--- src/rtl/axi_arbiter.sv ---
// N-port request arbiter with round-robin or fixed priority and optional grant blocking.
// Grant, valid flag and encoded index are all registered; nothing reaches the outputs combinationally.
module axi_arbiter #(
  parameter int PORTS                 = 6,
  parameter int ARB_TYPE_ROUND_ROBIN  = 1,
  parameter int ARB_BLOCK             = 1,
  parameter int ARB_BLOCK_ACK         = 1,
  parameter int ARB_LSB_HIGH_PRIORITY = 1
) (
  input  logic                              clk,
  input  logic                              resetn,
  input  logic [PORTS-1:0]                  request,
  input  logic [PORTS-1:0]                  acknowledge,
  output logic [PORTS-1:0]                  grant,
  output logic                              grant_valid,
  output logic [((PORTS > 1) ? $clog2(PORTS) : 1)-1:0] grant_encoded
);

  localparam int IW = (PORTS > 1) ? $clog2(PORTS) : 1;
  localparam logic [PORTS-1:0] ONES = '1;
  localparam logic [PORTS-1:0] ONE  = PORTS'(1);

  logic [PORTS-1:0] mask;
  logic [IW-1:0]    req_idx;
  logic [IW-1:0]    masked_idx;
  logic [IW-1:0]    win_idx;
  logic             masked_valid;
  logic             hold_req;
  logic             hold_ack;

  // Index of the highest-priority set bit; the last assignment in the scan wins.
  function automatic logic [IW-1:0] pe_index(input logic [PORTS-1:0] x);
    logic [IW-1:0] idx;
    idx = '0;
    if (ARB_LSB_HIGH_PRIORITY != 0) begin
      for (int i = PORTS - 1; i >= 0; i--)
        if (x[i]) idx = IW'(i);
    end else begin
      for (int i = 0; i < PORTS; i++)
        if (x[i]) idx = IW'(i);
    end
    return idx;
  endfunction

  always_comb begin
    req_idx      = pe_index(request);
    masked_idx   = pe_index(request & mask);
    masked_valid = |(request & mask);
    win_idx      = ((ARB_TYPE_ROUND_ROBIN != 0) && masked_valid) ? masked_idx : req_idx;
    hold_req     = (ARB_BLOCK != 0) && (ARB_BLOCK_ACK == 0) && (|(grant & request));
    hold_ack     = (ARB_BLOCK != 0) && (ARB_BLOCK_ACK != 0) && grant_valid &&
                   !(|(grant & acknowledge));
  end

  // The mask keeps only ports of lower priority than the last winner, so the
  // next masked pick continues the rotation and an empty mask wraps around.
  always_ff @(posedge clk) begin
    if (resetn) begin
      grant         <= '0;
      grant_valid   <= 1'b0;
      grant_encoded <= '0;
      mask          <= '0;
    end else if (hold_req || hold_ack) begin
      grant         <= grant;
      grant_valid   <= grant_valid;
      grant_encoded <= grant_encoded;
      mask          <= mask;
    end else if (|request) begin
      grant         <= ONE << win_idx;
      grant_valid   <= 1'b1;
      grant_encoded <= win_idx;
      if (ARB_TYPE_ROUND_ROBIN != 0) begin
        if (ARB_LSB_HIGH_PRIORITY != 0)
          mask <= ONES << (int'(win_idx) + 1);
        else
          mask <= ONES >> (PORTS - int'(win_idx));
      end
    end else begin
      grant         <= '0;
      grant_valid   <= 1'b0;
      grant_encoded <= '0;
    end
  end

endmodule

--- config.mk ---
export PLATFORM = sky130hd
export DESIGN_NAME = axi_arbiter
export DESIGN_NICKNAME = d
export VERILOG_FILES = /design/src/rtl/axi_arbiter.sv
export SDC_FILE = /design/constraint.sdc
export NUM_CORES = 1
export LEC_CHECK = 0
export ABC_AREA = 1
export CAP_MARGIN = 10
export CORE_MARGIN = 3
export CORE_UTILIZATION = 54
export CTS_BUF_LIST = sky130_fd_sc_hd__clkbuf_4 sky130_fd_sc_hd__clkbuf_8
export CTS_CLUSTER_DIAMETER = 60
export DETAILED_ROUTE_END_ITERATION = 16
export GPL_TIMING_DRIVEN = 0
export PLACE_DENSITY = 0.86
export SYNTH_ARGS = -nofsm -noshare
export SYNTH_HDL_FRONTEND = slang
export SYNTH_SLANG_ARGS = --single-unit
--- constraint.sdc ---
create_clock -name clk -period 3.66 [get_ports clk]
set_input_delay 0.366 -clock clk [delete_from_list [all_inputs] [get_ports clk]]
set_output_delay 0.366 -clock clk [all_outputs]
set_load 0.03 [all_outputs]
Yosys cells after proc, flatten, opt, wreduce, memory -nomap -nowiden --
Cells that the tools add are included.
Storage, ports and cells: register bits after elaboration 16, input bits 14, output and inout bits 10, word-level logic and storage cells 32
Cells by class: add/sub/neg operators 1, shift-type cells 2, muxes and demuxes 16, bitwise operators 3, reduce and logical (&&, ||, !) cells 6
Operator list (number):
- $mux 3 | 14
- $reduce_or 6->1 | 3
- $and 6x6->6 | 2
- $mux 6 | 1
- $shl 1x3->6 const A | 1
- $shl 6x4->6 const A | 1
- $add 3x1->4 const B | 1
- $reduce_and 2->1 | 1
- $logic_and 1x1->1 | 1
- $logic_not 1->1 | 1
- $mux 1 | 1
- $not 1->1 | 1

Depth between registers and ports, before layout --
Gate-level depths: netlist of run 1.
word-level depth 10, gate-level depth with buffers 13, depth with buffers taken out 13

Worst setup path before layout of run 1 --
Ideal clock, no wire load.
path type input port to flip-flop, start input request[4], end register mask[0], library setup time 0.070 ns, data arrival time 1.465 ns, data required time 3.590 ns, slack 2.126 ns, stages 10, buffers on the path 0, cell sequence nand2_1 -> nand2_2 -> inv_2 -> nand3b_1 -> a21oi_2 -> ha_1 -> nand3_2 -> nand2_2 -> nand3_1 -> a21oi_1
On the way: longest elaborated chain between the ends 9, elaborated cells on any way between the ends 17, classes of those cells add/sub (1); shift (1); mux (11); bitwise (1); reduce/logical (3)
RTL lines:
- start, declared | RTL line 12 | input logic [PORTS-1:0] request,
- $and 6x6->6 | RTL line 47, 48
- $mux 3 (5 in series) | RTL line 37 | if (x[i]) idx = IW'(i);
- $mux 3 | RTL line 49 | win_idx = ((ARB_TYPE_ROUND_ROBIN != 0) && masked_valid) ? masked_idx : req_idx;
- $add 3x1->4 | RTL line 74 | mask <= ONES << (int'(win_idx) + 1);
- $shl 6x4->6 | RTL line 74
- end signal, assigned | RTL line 67 | mask <= mask;
- end signal, assigned | RTL line 74
- end signal, assigned | RTL line 76 | mask <= ONES >> (PORTS - int'(win_idx));
- end, declared | RTL line 23 | logic [PORTS-1:0] mask;
Several ways; a longest one is shown, not always the timed one. A chain may end at the register's enable or synchronous reset.

Final worst setup path of run 1 --
start input request[0], end register mask[1]
On the way: longest elaborated chain between the ends 5, elaborated cells on any way between the ends 9, classes of those cells add/sub (1); shift (1); mux (3); bitwise (1); reduce/logical (3)
RTL lines (RTL line):
- $and 6x6->6 | 47, 48
- $reduce_or 6->1 / $mux 3 (equally long branches) | 48, 37
- $mux 3 | 49
- $add 3x1->4 | 74
- $shl 6x4->6 | 74
Several ways; a longest one is shown, not always the timed one.

==> flow_summary.json, run 1 <==
{
  "status": "complete, no violations",
  "pwr_density_cell_nw_per_um2": 765.4,
  "final_nets": 184,
  "drv_slew": 0,
  "synth_nets": 157,
  "arrival_ns": 2.19,
  "port-buffer-count": 22,
  "drc": 0,
  "viasPerCell": 4.904,
  "first_pass_iters": 4,
  "grt.overflow.total": 0,
  "post-cts-setup-buffers": 0,
  "syn2layout_area_growth_pct": 29.55,
  "design_area_um2": 1256,
  "hold_class": "in2reg",
  "dpl.hpwl_um": 1790,
  "grt_max_degree": 11,
  "grt_pass1_wl_um": 3877,
  "synth_warnings": 0,
  "avgSynthCellArea_um2": 7.078,
  "r2r-start": "mask[4]",
  "grt_use_total": 0.2096,
  "yosysUniqueCellTypes": 19,
  "die-area_um2": 2340,
  "max_freq_ghz": 0.5095,
  "final_layout_size_suffix_gt1_frac": 0.2025,
  "mostFrequentLayoutCell": "nand2_1",
  "path_cells": "clkdlybuf4s50_1 > nor2_2 > nand3b_1 > a21oi_2 > ha_1 > nand3_2 > nand2_2 > nand3_1 > a21oi_1",
  "grt_pass1_vias": 862,
  "synthesis.area_um2": 969.7,
  "die_h_um": 48.38,
  "rsz0062_at_grt": "false",
  "ir_worst_vdd_uv": 467.1,
  "fin_crit_sh": 0.5362,
  "h-tree-depth": 1,
  "clockBufferDepth": 2,
  "ant_nets": 0,
  "end_kind": "flip-flop",
  "initial_core_util": 0.6083,
  "finalClockSkew_ns": 0.002723,
  "antenna_cells": 0,
  "critPathLaunch": "request[0]",
  "coreArea_um2": 1594,
  "fillers": 117,
  "dpl_cell_area_um2": 1220,
  "ys_seq_area_frac": 0.3303,
  "worst_slew_pin_slew_ns": 0.3262,
  "cp-start-kind": "input port",
  "crit_required_ns": 3.89,
  "critPathMaxFanout": 6,
  "path_class": "in2reg",
  "clk_latency_ns": 0.30,
  "fin_crit_ns": 1.963,
  "final_hold_viol_count": 0,
  "clkTransAtPathRegs_ns": 0.10,
  "final_util": 0.7881,
  "std_cell_rows": 14,
  "crit_family": "simple AND/OR/NAND/NOR gates",
  "ctsResizeCount": 0,
  "final_cell_mix": "nand2_1 (46), clkdlybuf4s50_1 (22), dfxtp_1 (16)",
  "drv_cap": 0,
  "finalSetupViolations": 0,
  "synth_cells": 137,
  "drt-total-wl_um": 2162,
  "cts_buffers": 3,
  "first_iter_violations": 21,
  "vias": 917,
  "cts_hold_buf": 0,
  "antenna_found_initial": 0,
  "ys_ff_latch": 16,
  "avgRoutedWirePerCell_um": 11.56,
  "clock-root-buffer": "clkbuf_4",
  "hp-start": "resetn",
  "cp_slowest_cell": "clkdlybuf4s50_1",
  "leakage_nw": 0.5555,
  "gp_congestion": 0.7937,
  "ioPinCount": 24,
  "slew_headroom": 0.7819,
  "cts_tree": "done",
  "clock-sinks": 16,
  "crit_buf_inv": 1,
  "fp.dieW_um": 48.38,
  "tns_ns": 0,
  "critPathMaxStageDelay_ns": 0.47
}
## kinds of logic (layout without fill, tap and decap cells)
| group | count (synthesis) | after routing | synth area share |
|---|---|---|---|
| AOI/OAI and AO/OA | 19 | 19 | 0.1123 |
| buffers and inverters | 20 | 46 | 0.07871 |
| DFF | 16 | 16 | 0.3303 |
| adders and majority gates | 6 | 6 | 0.07742 |
| and+or+nand+nor | 76 | 76 | 0.4013 |
## power by group
group | internal, W | switching, W
registers | 0.000233 | 0.0000370
clock network | 0.0000607 | 0.0000594
logic | 0.000208 | 0.000363
total | 0.000502 | 0.000459
## sequential cells by signal (all words and copies together), names as in the netlist
signal,count
grant_encoded,3
grant_valid,1
mask,6
grant,6
## layer usage
layer / GRT usage / vias to the layer above / part of all wire
li1: - / 478 / -
met4: 0.1137 / 0 / 0.022
met1: 0.2681 / 414 / 0.46
met5: 0 / - / 0
met3: 0.02454 / 5 / 0.034
met2: 0.3440 / 20 / 0.48
## stage by stage
step | cells | power, W | setup WS [ns] | hold WS [ns]
final | 187 | 0.0009614 | 1.697 | 0.3909
after global routing | 187 | 0.001045 | 1.517 | 0.4183
after CTS | 187 | 0.0009654 | 1.691 | 0.3919
after detailed placement | 183 | 0.0008439 | 1.381 | 0.4580
after global placement | 183 | 0.0008218 | 1.492 | 0.4567
after floorplan | 137 | 0.0006849 | 2.126 | 0.4453
## area by class of cell
| type | instances | area, µm² | share of cell area |
|---|---|---|---|
| timing repair buffer | 22 | 220.2 | 0.1753 |
| tap | 24 | 30.03 | 0.02390 |
| multi-input combinational | 101 | 573.1 | 0.4562 |
| clock buffer | 4 | 36.28 | 0.02888 |
| sequential | 16 | 320.3 | 0.2550 |
| inverter | 18 | 67.56 | 0.05379 |
| buffer | 2 | 8.758 | 0.006972 |
## final timing paths
kind	to	slack [ns]	depth (start not counted)
max	mask[1]	1.70	9
min	grant[5]	0.39	2
max reg2reg	mask[1]	1.91	10
min reg2reg	grant_encoded[2]	0.47	2
## cell usage after synthesis, drive strengths merged
master,n,area share
a21oi,18,0.10
buf,1,0.0052
clkbuf,1,0.0039
dfxtp,16,0.33
ha,6,0.077
inv,18,0.070
nand2,57,0.27
nand3,10,0.062
nand3b,1,0.0077
nand4,1,0.0065
nor2,7,0.055
o21bai,1,0.0077
Note: power is estimated with default switching activity, not from simulation.
==> run 2, diff against run 1 <==
CORE_UTILIZATION = 50   (was 54)
PLACE_DENSITY = 0.81   (was 0.86)
clock period = 1.9 ns   (was 3.66 ns; I/O delays follow)
==> run 2 against run 1 <==
  * Worst setup slack worse by 1.5 ns
  * First-iteration DRC count is 38% lower
  * Highest routed layer unchanged
  * Final cell count is 0.53% higher
  * Sequential share of layout area is 0.28 points lower
  * Flip-flop and latch count stayed put
  * Largest power group unchanged
==> flow_summary.json, run 2 (synthesis results as in run 1) <==
{
  "clockBufferDepth": 2,
  "port-buffer-count": 22,
  "clock-root-buffer": "clkbuf_4",
  "leakage_nw": 0.5545,
  "critPathLaunch": "request[2]",
  "fp.dieW_um": 50.04,
  "hp-start": "resetn",
  "final_layout_size_suffix_gt1_frac": 0.2147,
  "crit_buf_inv": 2,
  "cts_hold_buf": 0,
  "cp_slowest_cell": "clkdlybuf4s50_1",
  "worst_slew_pin_slew_ns": 0.3196,
  "crit_required_ns": 2.12,
  "drv_cap": 0,
  "top_regs": "grant (6), mask (6), grant_encoded (3)",
  "drv_slew": 0,
  "drc": 0,
  "grt_use_total": 0.1774,
  "path_class": "in2reg",
  "grt.overflow.total": 0,
  "arrival_ns": 1.93,
  "final_cell_mix": "nand2_1 (45), clkdlybuf4s50_1 (22), dfxtp_1 (16)",
  "cts_buffers": 3,
  "h-tree-depth": 1,
  "grt_max_degree": 11,
  "final_hold_viol_count": 0,
  "min_path_cells": 2,
  "ir_worst_vdd_uv": 958.0,
  "worst_hold_slack_ns": 0.2203,
  "rsz0062_at_grt": "false",
  "post-cts-setup-buffers": 0,
  "drt-total-wl_um": 2105,
  "cp_common_cell": "nand2_2",
  "dpl.hpwl_um": 1668,
  "cts_tree": "done",
  "critPathMaxFanout": 5,
  "syn2layout_area_growth_pct": 30.97,
  "viasPerCell": 4.947,
  "slew_headroom": 0.7863,
  "ctsResizeCount": 0,
  "r2r-start": "mask[3]",
  "ioPinCount": 24,
  "fin_crit_sh": 0.8997,
  "critPathMaxStageDelay_ns": 0.45,
  "grt_pass1_wl_um": 3381,
  "path_cells": "clkdlybuf4s50_1 > nand2_1 > nand2_2 > inv_2 > nand2_1 > nor2_1 > nand3_1 > nand2_2 > ha_2 > nand3_2 > nand2_2 > nand3_1 > a21oi_1",
  "finalClockSkew_ns": 0.01219,
  "grt_pass1_vias": 824,
  "tns_ns": 0,
  "gp_congestion": 0.8507,
  "antenna_found_initial": 0,
  "status": "complete, no violations",
  "initial_core_util": 0.5439,
  "pwr_density_cell_nw_per_um2": 1471,
  "final_nets": 184,
  "crit_cells": 13,
  "end_kind": "flip-flop",
  "ant_nets": 0,
  "power.total_w": 0.001868,
  "mostFrequentLayoutCell": "nand2_1",
  "finalSetupViolations": 0,
  "coreArea_um2": 1783,
  "fin_crit_ns": 1.709,
  "antenna_cells": 0,
  "first_iter_violations": 13,
  "max_freq_ghz": 0.5850,
  "clkTransAtPathRegs_ns": 0.09,
  "die-area_um2": 2504,
  "crit_family": "simple AND/OR/NAND/NOR gates",
  "clock-sinks": 16,
  "first_pass_iters": 5,
  "vias": 930,
  "die_h_um": 50.04,
  "std_cell_rows": 15,
  "clk_latency_ns": 0.29,
  "hold_class": "in2reg",
  "cp-start-kind": "input port",
  "avgRoutedWirePerCell_um": 11.20,
  "r2r_cells": 12
}
==> run 2: per-layer routing <==
layer  GRT usage  up-vias  wire, µm
met3     0.05438        7        92
met1      0.2259      410       999
met2      0.2739       32       979
met4     0.07373        0        34
li1            -      481         -
met5           0        -         0
==> run 2: stage by stage <==
step                      setup slack [ns]  cell area (µm²)  std cells  utilization
after detailed placement           -0.1439             1221        184       0.6849
after global routing              0.007752             1270        188       0.7123
after CTS                           0.1529             1257        188       0.7053
final                               0.1905             1270        188       0.7123
after floorplan                     0.4422            969.7        137            -
after global placement            -0.08222             1221        184       0.6849
==> run 2: worst register-to-register path, cell delays in order, from the launching register on <==
cell and delay (ns):
dfxtp_1 0.34, nand2_1 0.09, nand2_2 0.09, inv_2 0.10
nand2_1 0.07, nor2_1 0.09, nand3_1 0.08, nand2_2 0.12
ha_2 0.21, nand3_2 0.10, nand2_2 0.12, nand3_1 0.08
a21oi_1 0.12
==> run 2: power breakdown <==
part | switching (W) | internal, W
combinational | 0.000707 | 0.000412
clock | 0.000112 | 0.000117
sequential | 0.0000711 | 0.000449
==> run 2: cell type report <==
| class | count | area, µm² |
|---|---|---|
| multi-input cells | 101 | 585.6 |
| fillers | 147 | 513.0 |
| flip-flops and latches | 16 | 320.3 |
| repair buffers | 22 | 220.2 |
| inverters | 18 | 67.56 |
| clock buffers | 4 | 36.28 |
| well taps | 25 | 31.28 |
| plain buffers | 2 | 8.758 |
==> run 2: path summary, 6_finish.rpt <==
check	to	slack, ns
max	mask[2]	0.19
min	grant[5]	0.22
min reg2reg	grant_encoded[0]	0.47
max reg2reg	mask[2]	0.23
